File: src/rtl/fp32_pkg.sv
// Shared fp32 constants, flag bit positions and the iterative-unit state encoding.
// Used by both the divider and the multiplier.
package fp32_pkg;
  localparam int          FP32_BIAS    = 127;
  localparam logic [7:0]  FP32_EXP_MAX = 8'hFF;
  localparam logic [30:0] FP32_INF     = 31'h7F80_0000;
  localparam logic [30:0] FP32_QNAN    = 31'h7F80_0001;

  localparam int FLG_ZERO = 0;
  localparam int FLG_INF  = 1;
  localparam int FLG_NAN  = 2;
  localparam int FLG_DIVZ = 3;

  typedef enum logic [1:0] {IDLE, CALC, PACK, DONE} state_t;
endpackage

File: src/rtl/fp32_div_if.sv
// Operand/result handshake bundle for the fp32 divider.
// The master side feeds operands and accepts results; the slave side is the divider.
interface fp32_div_if;
  logic        in_valid;
  logic        in_ready;
  logic [31:0] in_a;
  logic [31:0] in_b;
  logic        out_valid;
  logic        out_ready;
  logic [31:0] out_data;
  logic [3:0]  out_flags;

  modport master (output in_valid, in_a, in_b, out_ready,
                  input  in_ready, out_valid, out_data, out_flags);
  modport slave  (input  in_valid, in_a, in_b, out_ready,
                  output in_ready, out_valid, out_data, out_flags);
endinterface

File: src/rtl/fp32_classify.sv
// Combinational fp32 operand decode with flush-to-zero of denormals.
// mant carries the hidden bit, so it is only meaningful for normal numbers.
module fp32_classify
  import fp32_pkg::*;
(
  input  logic [31:0] value,
  output logic        sign,
  output logic [7:0]  exp,
  output logic [23:0] mant,
  output logic        is_zero,
  output logic        is_inf,
  output logic        is_nan
);
  assign sign    = value[31];
  assign exp     = value[30:23];
  assign mant    = {1'b1, value[22:0]};
  assign is_zero = (value[30:23] == 8'h00);
  assign is_inf  = (value[30:23] == FP32_EXP_MAX) && (value[22:0] == 23'h0);
  assign is_nan  = (value[30:23] == FP32_EXP_MAX) && (value[22:0] != 23'h0);
endmodule

File: src/rtl/fp32_div.sv
// Iterative fp32 divider: one restoring quotient bit per cycle, truncated result, FTZ.
// Special operand pairs bypass the iteration and complete on the acceptance edge.
module fp32_div
  import fp32_pkg::*;
#(
  parameter logic [30:0] QNAN_BITS = FP32_QNAN,
  parameter int          ITER      = 24
) (
  input  logic       clk,
  input  logic       rstn,
  fp32_div_if.slave  bus
);
  state_t state, state_nxt;

  logic        a_sign, b_sign, a_zero, b_zero, a_inf, b_inf, a_nan, b_nan;
  logic [7:0]  a_exp, b_exp;
  logic [23:0] a_mant, b_mant;

  logic              s;
  logic signed [9:0] e;
  logic [23:0]       mb;
  logic [25:0]       r;
  // Leading quotient bit is always 1 and falls off the top, so only 23 bits are kept.
  logic [22:0]       q;
  logic [4:0]        cnt;
  logic [31:0]       data_q;
  logic [3:0]        flags_q;

  logic        special, adj, r_ge;
  logic [31:0] spec_data, pack_data;
  logic [3:0]  spec_flags, pack_flags;
  logic [9:0]  e_calc;
  logic [25:0] r_sub, r_next;

  fp32_classify u_cls_a (.value(bus.in_a), .sign(a_sign), .exp(a_exp), .mant(a_mant),
                         .is_zero(a_zero), .is_inf(a_inf), .is_nan(a_nan));
  fp32_classify u_cls_b (.value(bus.in_b), .sign(b_sign), .exp(b_exp), .mant(b_mant),
                         .is_zero(b_zero), .is_inf(b_inf), .is_nan(b_nan));

  always_comb begin
    special    = 1'b1;
    spec_flags = 4'b0;
    spec_data  = {a_sign ^ b_sign, 31'h0};
    if (a_nan || b_nan || (a_zero && b_zero) || (a_inf && b_inf)) begin
      spec_data[30:0]     = QNAN_BITS;
      spec_flags[FLG_NAN] = 1'b1;
    end else if (b_zero && !a_zero && !a_inf) begin
      spec_data[30:0]      = FP32_INF;
      spec_flags[FLG_INF]  = 1'b1;
      spec_flags[FLG_DIVZ] = 1'b1;
    end else if (a_inf) begin
      spec_data[30:0]     = FP32_INF;
      spec_flags[FLG_INF] = 1'b1;
    end else if (a_zero || b_inf) begin
      spec_flags[FLG_ZERO] = 1'b1;
    end else begin
      special = 1'b0;
    end
  end

  assign adj    = (a_mant < b_mant);
  assign e_calc = {2'b0, a_exp} - {2'b0, b_exp} + 10'(FP32_BIAS) - {9'b0, adj};

  // R stays below 2*mb, so the shifted difference never loses a significant bit.
  assign r_ge   = (r >= {2'b0, mb});
  assign r_sub  = r - {2'b0, mb};
  assign r_next = r_ge ? (r_sub << 1) : (r << 1);

  always_comb begin
    pack_flags = 4'b0;
    pack_data  = {s, e[7:0], q};
    if (e >= 10'sd255) begin
      pack_data           = {s, FP32_INF};
      pack_flags[FLG_INF] = 1'b1;
    end else if (e <= 10'sd0) begin
      pack_data            = {s, 31'h0};
      pack_flags[FLG_ZERO] = 1'b1;
    end
  end

  always_ff @(posedge clk or negedge rstn) begin
    if (!rstn) state <= IDLE;
    else       state <= state_nxt;
  end

  always_comb begin
    state_nxt = state;
    unique case (state)
      IDLE:    if (bus.in_valid) state_nxt = special ? DONE : CALC;
      CALC:    if (cnt == 5'd0) state_nxt = PACK;
      PACK:    state_nxt = DONE;
      DONE:    if (bus.out_ready) state_nxt = IDLE;
      default: state_nxt = IDLE;
    endcase
  end

  always_ff @(posedge clk or negedge rstn) begin
    if (!rstn) begin
      s       <= 1'b0;
      e       <= '0;
      mb      <= '0;
      r       <= '0;
      q       <= '0;
      cnt     <= '0;
      data_q  <= '0;
      flags_q <= '0;
    end else begin
      unique case (state)
        IDLE: if (bus.in_valid) begin
          s   <= a_sign ^ b_sign;
          e   <= e_calc;
          mb  <= b_mant;
          r   <= adj ? {1'b0, a_mant, 1'b0} : {2'b0, a_mant};
          q   <= '0;
          cnt <= 5'(ITER - 1);
          if (special) begin
            data_q  <= spec_data;
            flags_q <= spec_flags;
          end
        end
        CALC: begin
          r   <= r_next;
          q   <= {q[21:0], r_ge};
          cnt <= cnt - 5'd1;
        end
        PACK: begin
          data_q  <= pack_data;
          flags_q <= pack_flags;
        end
        default: ;
      endcase
    end
  end

  assign bus.in_ready  = (state == IDLE);
  assign bus.out_valid = (state == DONE);
  assign bus.out_data  = data_q;
  assign bus.out_flags = flags_q;
endmodule

File: src/flat_wrapper.sv
// flat-port wrapper written by rule: the top's interface ports become plain ports
module fp32_div_flat import fp32_pkg::*;
#(
  parameter logic [30:0] QNAN_BITS = FP32_QNAN,
  parameter int          ITER      = 24
)
  (clk, rstn, bus_in_valid, bus_in_a, bus_in_b, bus_out_ready, bus_in_ready, bus_out_valid, bus_out_data, bus_out_flags);
  fp32_div_if bus_i ();
  input  logic clk;
  input  logic rstn;
  input wire logic [$bits(bus_i.in_valid)-1:0] bus_in_valid;
  input wire logic [$bits(bus_i.in_a)-1:0] bus_in_a;
  input wire logic [$bits(bus_i.in_b)-1:0] bus_in_b;
  input wire logic [$bits(bus_i.out_ready)-1:0] bus_out_ready;
  output wire logic [$bits(bus_i.in_ready)-1:0] bus_in_ready;
  output wire logic [$bits(bus_i.out_valid)-1:0] bus_out_valid;
  output wire logic [$bits(bus_i.out_data)-1:0] bus_out_data;
  output wire logic [$bits(bus_i.out_flags)-1:0] bus_out_flags;
  assign bus_i.in_valid = bus_in_valid;
  assign bus_i.in_a = bus_in_a;
  assign bus_i.in_b = bus_in_b;
  assign bus_i.out_ready = bus_out_ready;
  assign bus_in_ready = bus_i.in_ready;
  assign bus_out_valid = bus_i.out_valid;
  assign bus_out_data = bus_i.out_data;
  assign bus_out_flags = bus_i.out_flags;
  fp32_div #(.QNAN_BITS(QNAN_BITS), .ITER(ITER)) u_core (.clk(clk), .rstn(rstn), .bus(bus_i));
endmodule
File: config.mk
export PLATFORM = sky130hd
export DESIGN_NAME = fp32_div_flat
export DESIGN_NICKNAME = d
export VERILOG_FILES = /design/src/rtl/fp32_pkg.sv /design/src/rtl/fp32_div_if.sv /design/src/rtl/fp32_classify.sv /design/src/rtl/fp32_div.sv /design/src/flat_wrapper.sv
export SDC_FILE = /design/constraint.sdc
export NUM_CORES = 1
export LEC_CHECK = 0
export CORE_MARGIN = 2
export CORE_UTILIZATION = 45
export DETAILED_ROUTE_END_ITERATION = 8
export GPL_ROUTABILITY_DRIVEN = 0
export PLACE_DENSITY_LB_ADDON = 0.1
export SYNTH_ARGS = -nofsm -noshare
export SYNTH_HDL_FRONTEND = slang
export SYNTH_SLANG_ARGS = --single-unit
File: constraint.sdc
create_clock -name clk -period 2.45 [get_ports clk]
set_input_delay 0.49 -clock clk [delete_from_list [all_inputs] [get_ports clk]]
set_output_delay 0.49 -clock clk [all_outputs]
set_load 0.01 [all_outputs]
==> Word level (Yosys, flattened, before mapping) <==
Cells that the tools add are included.
{ "word_totals": {"regBits": 127, "latchBits": 0, "ram_bits": 0, "mem_bits_ro": 0, "inputBits": 68, "output_inout_bits": 38, "wordCells": 95, "memories": 0} }
{ "op_classes": {"n_addsub": 5, "n_mul": 0, "div_mod_pow": 0, "order_cmp": 4, "n_eq_ne": 9, "shift": 0, "mux": 39, "bitwise_logic": 1, "reduce_logical": 28} }
{ "ops": {"columns": ["operator", "n"], "rows": [
  ["$mux 31", 5],
  ["$mux 32", 2],
  ["$pmux 32 s2", 1],
  ["$mux 26", 2],
  ["$pmux 26 s2", 1],
  ["$logic_not 23->1", 2],
  ["$pmux 23 s2", 1],
  ["$reduce_bool 23->1", 2],
  ["$ge 26x24->1", 1],
  ["$mux 25", 1],
  ["$sub 25x24->25", 1],
  ["$lt 24x24->1", 1],
  ["$mux 23", 1],
  ["$eq 8x8->1 const B", 2],
  ["$logic_not 8->1", 2],
  ["$mux 1", 14],
  ["$add 10x7->10 const B", 1],
  ["$ge 10x9->1 const B", 1],
  ["$le 10x1->1 const B", 1],
  ["$mux 2", 5],
  ["$pmux 5 s2", 1],
  ["$sub 10x1->10", 1],
  ["$sub 8x8->9", 1],
  ["$logic_and 1x1->1", 8],
  ["other kinds (17)", 28]
]} }

==> Longest topological paths before layout <==
{ "depth": {"word_depth": 10, "depth_mapped": 18, "ltp_nobuf": 17} }

==> Cells and area by module <==
From an unflattened synthesis, not the netlist that was laid out.
{ "unflattened": {"cells_unflattened": 1039, "hier_area_um2": 8862.2} }
{ "by_module_without_submodules": {"columns": ["module", "instances", "cells_per_inst", "area_each_um2", "seq_area_each_um2"], "rows": [
  ["fp32_div", 1, 939, 8161.6, 3178.0],
  ["fp32_classify", 2, 50, 350.3, 0.0]
]} }

==> Worst setup path after synthesis <==
OpenSTA, ideal clock, no wires.
{ "synth_path": {"path_type": "in2reg", "from": "input port bus_in_b[9]", "to": "register u_core.e[9]", "setup_time_ns": 0.110, "t_arrival_ns": 3.851, "required_ns": 2.340, "slack_ns": -1.511, "stages": 18, "n_path_buf": 1, "path_cell_list": "inv_1 -> ha_1 -> a2111oi_2 -> o21ai_1 -> a211oi_2 -> nor4_2 -> nor3_4 -> buf_4 -> inv_1 -> ha_1 -> ha_1 -> fa_1 -> a21o_1 -> a21o_1 -> a21o_1 -> a21oi_1 -> nor2b_1 -> o41ai_1"} }
{ "synth_between": {"elab_chain_cells": 2} }
{ "synth_rtl": {"columns": ["item", "line_no", "source"], "rows": [
  ["from (decl)", "flat_wrapper.sv:13", "input wire logic [$bits(bus_i.in_b)-1:0] bus_in_b;"],
  ["$lt 24x24->1", "fp32_div.sv:61", "assign adj = (a_mant < b_mant);"],
  ["$sub 10x1->10", "fp32_div.sv:62", "assign e_calc = {2'b0, a_exp} - {2'b0, b_exp} + 10'(FP32_BIAS) - {9'b0, adj};"],
  ["to (signal assigned)", "fp32_div.sv:111", "e <= e_calc;"],
  ["to (decl)", "fp32_div.sv:20", "logic signed [9:0] e;"]
]} }
No other way between the ends.
A chain may end at the register's enable or synchronous reset.

==> Final worst setup path <==
{ "layout_path": {"from": "input port bus_in_b[1]", "to": "register u_core.e[7]"} }
Same word-level chain as after synthesis.

==> results.toml <==
[routing]
drc = 0
drtIter0Drc = 547
wl_per_cell_um = 16.8
vias = 7839
ant_nets = 0
drt_wl_total_mm = 23.9
vias_per_cell = 5.50
drtPass1Iterations = 5

[yosys]
synth.area.mux_share_pct = 4.20
synth.avg_cell_area_um2 = 9.24
syn-cell-area_um2 = 8130
syn-num-nets = 1019
async_reset_ff_share_pct = 100
synth_cell_types = 63
synth_top_family_by_area = "compound AO/OA/AOI/OAI gates"
synth-simple-area-share_pct = 12.9
yosysTopAreaCell = "dfrtp_1"
synthXorXnorAreaFrac_pct = 3.56
synth_enable_flop_cells = 0
synthCells = 880
synth_top_area_share_pct = 39.1
synth_area_leaders = "dfrtp_1 (39%), ha_1 (10%), a22o_1 (5.7%)"
synth_seq_cells = 127
yosysSeqAreaShare_pct = 39.1
synth-compound-area-share_pct = 23.3
synthAdderAreaFrac_pct = 11.2
yosysWarnings = 0
synth_flop_cell = "dfrtp_1"

[global_route]
grt_pass1_vias = 7706
overflow = 0
grt_use_total_pct = 23.9
antenna_found_initial = 0
grt_max_degree = 55
grt_pass1_wl_mm = 37.5

[finish]
final_cell_mix = "buf_4 (194), dfrtp_1 (127), nand2_1 (70)"
drive_gt1_share_pct = 33.4
diodes = 0
nNetsFinal = 1321
fin_area_um2 = 12200
syn_to_final_growth_pct = 50.7
layout_commonest_cell = "buf_4"

[sta]
max_freq_mhz = 305
finalCritPeriodShare_pct = 134
rsz0062_at_grt = "true"
tightest_slew_ps = 537
drv_slew = 0
tns_ps = -9530
setup_violations = 35
period_minus_slack_ps = 3280
worst_slack_ps = -828
relSlewSlack_pct = 64.2
fin_skew_ps = 9.19
hold_violations = 0

[critical_path]
cp_slowest_cell = "fa_2"
reg2reg_depth = 10
max_stage_delay_ps = 380
cp_num_cells = 19
cp-end-kind = "flop"
critical_path_class = "input port to flop"
required_ps = 2750
arrival_ps = 3580
crit_family = "compound AO/OA/AOI/OAI gates"
start_kind = "input port"
cp_max_fo = 2
crit_buf_inv = 4
cp_cell_sequence = "clkdlybuf4s15_1 -> inv_2 -> ha_2 -> o21ai_1 -> o21ai_1 -> a211oi_2 -> nor4_2 -> nor3_4 -> inv_4 -> ha_4 -> ha_4 -> fa_2 -> a21o_1 -> a21o_1 -> a21o_1 -> a21oi_2 -> buf_4 -> xor2_1 -> o21ai_1"

[floorplan]
coreArea_um2 = 17800
die_h_um = 138
die_area_um2 = 19200
floorplan.initialDensity_pct = 45.6
fp.dieW_um = 138
ios = 106
rows = 49

[flow_run]
drv_cap = 0

[placed_design]
dp_hpwl_mm = 17.1
io_buffers = 105
placed_area_um2 = 11000

[clocking]
cts_max_path_buffers = 2
cts_tree = "done"
cts_root_buf = "clkbuf_16"
cts_sinks = 127
hold_buffers = 0
cts_made_buffers = 17
htreeDepth = 4
clk_pin_slew_ps = 60
clk_latency_ps = 430

[status]
status = "finished with violations"
violations = "negative setup slack"

[hold_path]
hold_class = "input port to async pin"

[pwr]
p_leak_nw = 5.84
fin_total_pwr_mw = 15.9
p_per_area_nw_per_um2 = 1300
vdd_drop_max_v = 0.000828
cells in the mapped netlist (8+ instances only):
library cell,count
a21oi_1,54
o21a_1,8
a22o_1,53
inv_1,86
dfrtp_1,127
nand2_1,72
clkbuf_1,24
o22ai_1,23
xnor2_1,17
nand4_1,16
ha_1,68
nor2_1,62
mux2_2,25
xor2_1,16
o21ai_0,58
nor4_1,19
a211oi_1,13
a21o_1,22
nand3_1,10
nor3_1,17
final timing paths:
kind                              start                 endpoint  slack, ps
min reg2reg                    u_core.s                 u_core.s        480
max in group asynchronous          rstn              u_core.e[1]       1740
min                                rstn  u_core.bus.out_data[10]         40
min in group clk            bus_in_b[8]             u_core.mb[8]        350
max                         bus_in_b[1]              u_core.e[7]       -830
max reg2reg                u_core.mb[0]             u_core.r[25]       -300
cells by family after synthesis:
| logic type | count (synthesis) |
|---|---|
| flops | 127 |
| fa+ha+maj | 71 |
| mux | 31 |
| compound gates | 277 |
| xor+xnor | 33 |
| simple gates | 221 |
| buf+inv | 120 |
layer usage:
layer / GRT usage [%] / part of all wire (%) / wire length (um)
met1: 32.1 / 46 / 10900
met5: 0 / 0 / 0
met4: 6.28 / 1.9 / 463
met3: 5.26 / 5.4 / 1280
met2: 39.4 / 47 / 11300
sequential cells by signal (all words and copies together), names as in the netlist:
register,count
u_core.bus.out_data,32
u_core.bus.out_flags,4
u_core.cnt,5
u_core.e,10
u_core.mb,24
u_core.q,23
u_core.r,26
u_core.s,1
u_core.state,2
metrics by stage:
step	utilization (%)	setup WS [ps]	hold slack, ps	std cells
2_1_floorplan	-	-1250	194	880
3_3_place_gp	61.5	-1830	439	1374
3_5_place_dp	61.5	-1870	465	1374
4_1_cts	66.0	-967	54.3	1409
5_1_grt	68.6	-951	77.9	1424
6_report	68.6	-828	44.3	1424
cell type report:
class | count | area [um2]
Fill cell | 1399 | 5590
Multi-Input combinational cell | 634 | 5040
Sequential cell | 127 | 3180
Timing Repair Buffer | 316 | 2770
Clock buffer | 17 | 425
Inverter | 86 | 333
Tap cell | 229 | 287
Clock inverter | 15 | 214
power breakdown:
part / internal, mW / switching, mW / total, mW
Clock: 1.66 / 1.12 / 2.78
Sequential: 2.70 / 0.456 / 3.16
Combinational: 4.90 / 5.06 / 9.96
Total: 9.26 / 6.64 / 15.9
timing repair:
action	4_1_cts	5_1_grt
buffers inserted	3	11
gates cloned	0	4
gates resized for setup	91	112
endpoints found under the setup margin	45	69
pin swaps	38	59
(Power assumes the default switching activity.)
